**src/rtl/branch_sequencer.sv**
```systemverilog
// ----------------------------------------------------------------------------
// branch_sequencer
//   PC sequencer with a four-state conditional-branch handshake against an
//   external condition (CON) flip-flop.
//
//   A branch accepted in IDLE walks IDLE -> EVAL -> SAMPLE -> UPDATE -> IDLE:
//     EVAL   : con_enable is high so the CON FF evaluates.
//     SAMPLE : con_in is registered at the end of this cycle.
//     UPDATE : pc <= captured_pc + sext(offset) if the condition was true;
//              br_done pulses and br_taken updates on the edge leaving UPDATE.
//   Outside a branch, pc_inc in IDLE advances pc by one. pc_ld overrides
//   everything in any state and abandons an in-flight branch.
//
// Optional build macro: BRANCH_STATS_EN adds saturating taken/not-taken
//   counters (taken_cnt, nottaken_cnt).
//
// Parameters
//   RESET_PC  : pc value on reset
//   OFF_W     : branch offset width (signed word offset)
// Ports
//   clk          in   rising-edge clock
//   clr          in   asynchronous active-high reset
//   pc_inc       in   fetch increment request (IDLE only)
//   pc_ld        in   unconditional pc load strobe, highest priority
//   pc_ld_val    in   value loaded by pc_ld
//   br_req       in   branch request (valid)
//   br_offset    in   signed offset, sampled on acceptance
//   br_ready     out  high in IDLE; accept = br_req & br_ready
//   con_enable   out  evaluate strobe to CON FF (EVAL only)
//   con_in       in   condition result from CON FF
//   pc           out  current program counter
//   br_done      out  one-cycle branch completion pulse
//   br_taken     out  result of last completed branch
//   taken_cnt    out  (BRANCH_STATS_EN) taken branch count, saturating
//   nottaken_cnt out  (BRANCH_STATS_EN) not-taken branch count, saturating
// ----------------------------------------------------------------------------
module branch_sequencer #(
    parameter logic [31:0] RESET_PC = 32'h0000_0000,
    parameter int          OFF_W    = 19
) (
    input  logic             clk,
    input  logic             clr,
    input  logic             pc_inc,
    input  logic             pc_ld,
    input  logic [31:0]      pc_ld_val,
    input  logic             br_req,
    input  logic [OFF_W-1:0] br_offset,
    output logic             br_ready,
    output logic             con_enable,
    input  logic             con_in,
    output logic [31:0]      pc,
    output logic             br_done,
`ifdef BRANCH_STATS_EN
    output logic             br_taken,
    output logic [15:0]      taken_cnt,
    output logic [15:0]      nottaken_cnt
`else
    output logic             br_taken
`endif
);

    typedef enum logic [1:0] {
        IDLE   = 2'd0,
        EVAL   = 2'd1,
        SAMPLE = 2'd2,
        UPDATE = 2'd3
    } state_t;

    state_t           state;
    logic [OFF_W-1:0] off_q;   // offset captured at acceptance
    logic [31:0]      pc_q;    // pc captured at acceptance
    logic             cond_q;  // condition sampled at end of SAMPLE
    logic [31:0]      off_ext;

    // Sign-extend the word offset; the add below wraps mod 2^32.
    assign off_ext  = {{(32-OFF_W){off_q[OFF_W-1]}}, off_q};
    assign br_ready = (state == IDLE);

    always_ff @(posedge clk or posedge clr) begin
        if (clr) begin
            state        <= IDLE;
            pc           <= RESET_PC;
            off_q        <= '0;
            pc_q         <= '0;
            cond_q       <= 1'b0;
            con_enable   <= 1'b0;
            br_done      <= 1'b0;
            br_taken     <= 1'b0;
`ifdef BRANCH_STATS_EN
            taken_cnt    <= '0;
            nottaken_cnt <= '0;
`endif
        end else if (pc_ld) begin
            // Load wins in every state and drops any in-flight branch;
            // br_taken and the stats counters keep their values.
            pc         <= pc_ld_val;
            state      <= IDLE;
            con_enable <= 1'b0;
            br_done    <= 1'b0;
        end else begin
            con_enable <= 1'b0;
            br_done    <= 1'b0;
            case (state)
                IDLE: begin
                    // A request takes priority; a same-cycle pc_inc is dropped.
                    if (br_req) begin
                        off_q      <= br_offset;
                        pc_q       <= pc;
                        state      <= EVAL;
                        con_enable <= 1'b1;
                    end else if (pc_inc) begin
                        pc <= pc + 32'd1;
                    end
                end
                EVAL: begin
                    state <= SAMPLE;
                end
                SAMPLE: begin
                    cond_q <= con_in;
                    state  <= UPDATE;
                end
                UPDATE: begin
                    if (cond_q) pc <= pc_q + off_ext;
                    br_done  <= 1'b1;
                    br_taken <= cond_q;
                    state    <= IDLE;
`ifdef BRANCH_STATS_EN
                    if (cond_q) begin
                        if (taken_cnt != 16'hFFFF) taken_cnt <= taken_cnt + 16'd1;
                    end else begin
                        if (nottaken_cnt != 16'hFFFF) nottaken_cnt <= nottaken_cnt + 16'd1;
                    end
`endif
                end
                default: state <= IDLE;
            endcase
        end
    end

endmodule

```
**config.mk**
```make
export PLATFORM = sky130hd
export DESIGN_NAME = branch_sequencer
export DESIGN_NICKNAME = d
export VERILOG_FILES = /design/src/rtl/branch_sequencer.sv
export SDC_FILE = /design/constraint.sdc
export NUM_CORES = 1
export LEC_CHECK = 0
export CORE_MARGIN = 4
export CORE_UTILIZATION = 30
export DETAILED_ROUTE_END_ITERATION = 8
export PLACE_DENSITY = 0.47
export SYNTH_ARGS = -nofsm -noshare
export SYNTH_HDL_FRONTEND = slang
export SYNTH_SLANG_ARGS = --single-unit
```
**constraint.sdc**
```tcl
create_clock -name clk -period 4.47 [get_ports clk]
set_clock_uncertainty 0.2 [all_clocks]
set_input_delay 0.6705 -clock clk [delete_from_list [all_inputs] [get_ports clk]]
set_output_delay 0.6705 -clock clk [all_outputs]
set_load 0.005 [all_outputs]
```
==> reports/results.txt <==
I/O Buffers: 92
status: finished, final reports clean
Crit-path slowest cell: fa_1
min-delay src: pc_q[7]
clock slew seen by the registers of the worst setup and hold paths: 0.07 ns
Hold Path End: pc_q[7]
antenna violations before repair: 0
unrepaired setup endpoints after global routing: no
Mapped Nets: 871
HPWL Detailed: 14200 um
vias per cell: 5.08
initial cell density of the core: 30.6%
fraction of layout cells with a size suffix above 1: 6.43%
r2r worst-path depth: 11
Skew-Pair Late Insertion Delay: 0.35 ns
area added between synthesis and finish: 23.0%
max frequency: 308 MHz
die span in x: 152 um
Top Ports: 93
EDFF count, synth: 0
fin crit share: 72.5%
# setup viols final: 0
Initial DRC Count: 345
relative slew slack: 31.0%
Post-CTS Setup Inserts: 0
synthesized cell area: 0.00624 mm^2
CTS tree: done
Worst R2R Setup Slack: 1.23 ns
gp weighted congestion: 0.869
vias: 5711
routed wire length: 19600 um
Rows: 52
Residual DRC: 0
synth cell count leaders: 211 x nand2_1, 89 x dfrtp_1, 67 x a21oi_1
Antenna Cells: 0
P_leak: 3.38 nW
Hold Path Class: register to register
Total Nets Final: 944
TNS Setup: 0 ns
cts bufs inserted: 9
vias in the first global route: 5635
r2r endpoint: pc[28]
cell area after layout: 0.00767 mm^2
DR WL/cell: 17.4 um
Post-Synthesis Cells: 778
RR Startpoint: off_q[0]
Synth Register Bits: 89
Yosys cell types: 81
Crit Path Category: register to register
CP endpoint kind: register
largest net degree at the start of global routing: 54
CP peak stage delay: 0.45 ns
count leader, synth: nand2_1
Die Y: 152 um
Req. time, crit path: 4.53 ns
Tot GR Track Use: 17.1%
crit-path cells: ha_1 > fa_1 > a211oi_2 > o21bai_2 > a2111oi_4 > nor2_2 > a21bo_4 > a41oi_4 > a21oi_2 > o21a_1 > o31ai_2
Post-synth ARST share: 100%
final antenna-violating net count: 0
max_cap viols: 0
Worst Hold Depth: 2
Hold Buf Count CTS: 0
top post-synthesis cells by area: dfrtp_1 36%, nand2_1 13%, ha_1 7.0%, a21oi_1 5.4%, o21ai_0 3.9%
Tmin final: 3.24 ns
post-synthesis sequential area ratio: 35.7%
total of warnings raised by yosys: 0
total gr overflow: 0
Root Buffer Master: clkbuf_16
first-pass GRT wire length: 32200 um
syn_area_per_cell: 8.02 um^2
area post-placement: 0.00735 mm^2
CP Data Arrival Time: 3.30 ns
die area: 0.0232 mm^2
Slew Limit Fails: 0
startpoint types: register
Core Area: 0.0204 mm^2
post_cts resized: 0
Tightest Pin Transition: 1.03 ns
CP max FO: 5
clk buf depth: 2
Max IR drop VDD: 0.444 mV
Yosys top cell area share: 35.7%
DR pass1 iterations: 5
fin util: 37.7%
Pwr Density: 693 mW/mm^2
clock sink count: 89
H-tree depth: 3
ys flop type: dfrtp_1
Hold Vio Cnt, Final: 0
cell taking the most area after synthesis: dfrtp_1
[final cells by class]
| class | count | area [um^2] |
|---|---|---|
| multi-input cells | 634 | 3750 |
| well taps | 270 | 338 |
| inverters | 17 | 66.3 |
| fillers | 2148 | 12700 |
| clock inverters | 5 | 78.8 |
| repair buffers | 100 | 976 |
| flip-flops and latches | 89 | 2230 |
| clock buffers | 10 | 239 |
[how the worst max path moves through the flow]
stage               depth (start not counted)  startpoint  endpoint  slack, ns
detailed placement                         11    off_q[0]    pc[28]       1.25
finish                                     11    off_q[0]    pc[28]       1.23
CTS                                        11    off_q[0]    pc[28]       1.21
global route                               11    off_q[0]    pc[28]       1.04
floorplan                                   1         clr   br_done       1.29
global placement                           11    off_q[0]    pc[28]       1.27
[metrics by stage]
step | std cells | total power, W | worst slack (ns) | hold slack [ns]
after floorplan | 778 | 0.00364 | 1.29 | 0.250
after detailed placement | 1110 | 0.00450 | 1.25 | 0.268
after global routing | 1125 | 0.00582 | 1.04 | 0.295
after CTS | 1125 | 0.00536 | 1.21 | 0.285
final | 1125 | 0.00532 | 1.23 | 0.282
after global placement | 1110 | 0.00451 | 1.27 | 0.264
[cells in the final DEF (no fill, tap or decap), drive strengths merged, types with 14 or more instances in the layout]
cell	netlist	routed
nand2	212	212
clkdlybuf4s50	0	91
dfrtp	89	89
a21oi	68	68
nor2	55	55
o21ai	53	53
ha	35	35
nand3	20	20
a21o	19	19
inv	17	18
xnor2	15	15
xor2	14	14
nor3	14	14
[report_power, final]
part           leakage, nW  switching (W)  total, W  internal [W]
clock network        0.159       0.000331  0.000834      0.000502
registers             1.10       0.000316   0.00142       0.00111
logic                 2.12        0.00180   0.00306       0.00126
total                 3.38        0.00244   0.00532       0.00287
[routing by layer]
metal / vias to the layer above / wire length, um / global-route usage, %
li1: 2887 / - / -
met1: 2684 / 9670 / 24.9
met2: 126 / 8780 / 26.2
met3: 14 / 910 / 3.52
met4: 0 / 246 / 3.72
met5: - / 0 / 0
[sequential cells by signal, summed over array words and instances (netlist names)]
signal and count:
br_done 1, br_taken 1, con_enable 1, cond_q 1
off_q 19, pc 32, pc_q 32, state 2
[logic make-up (layout without fill, tap and decap cells)]
kind of cell             after synthesis  after routing  synth area share (%)
AO/OA/AOI/OAI                        222            222                  23.8
XOR/XNOR                              29             29                  4.07
adder cells (fa/ha/maj)               36             36                  7.34
buffers and inverters                 55            132                  4.29
flip-flops                            89             89                  35.7
multiplexers                           6              6                  1.08
AND/OR/NAND/NOR                      341            341                  23.7
[critical path, delay by kind of cell, from the launching register on]
| family | cells | cell delay [ns] |
|---|---|---|
| adder cells (fa/ha/maj) | 2 | 0.68 |
| AND/OR/NAND/NOR | 1 | 0.11 |
| flip-flops | 1 | 0.38 |
| AO/OA/AOI/OAI | 8 | 1.77 |
(Power assumes the default switching activity.)
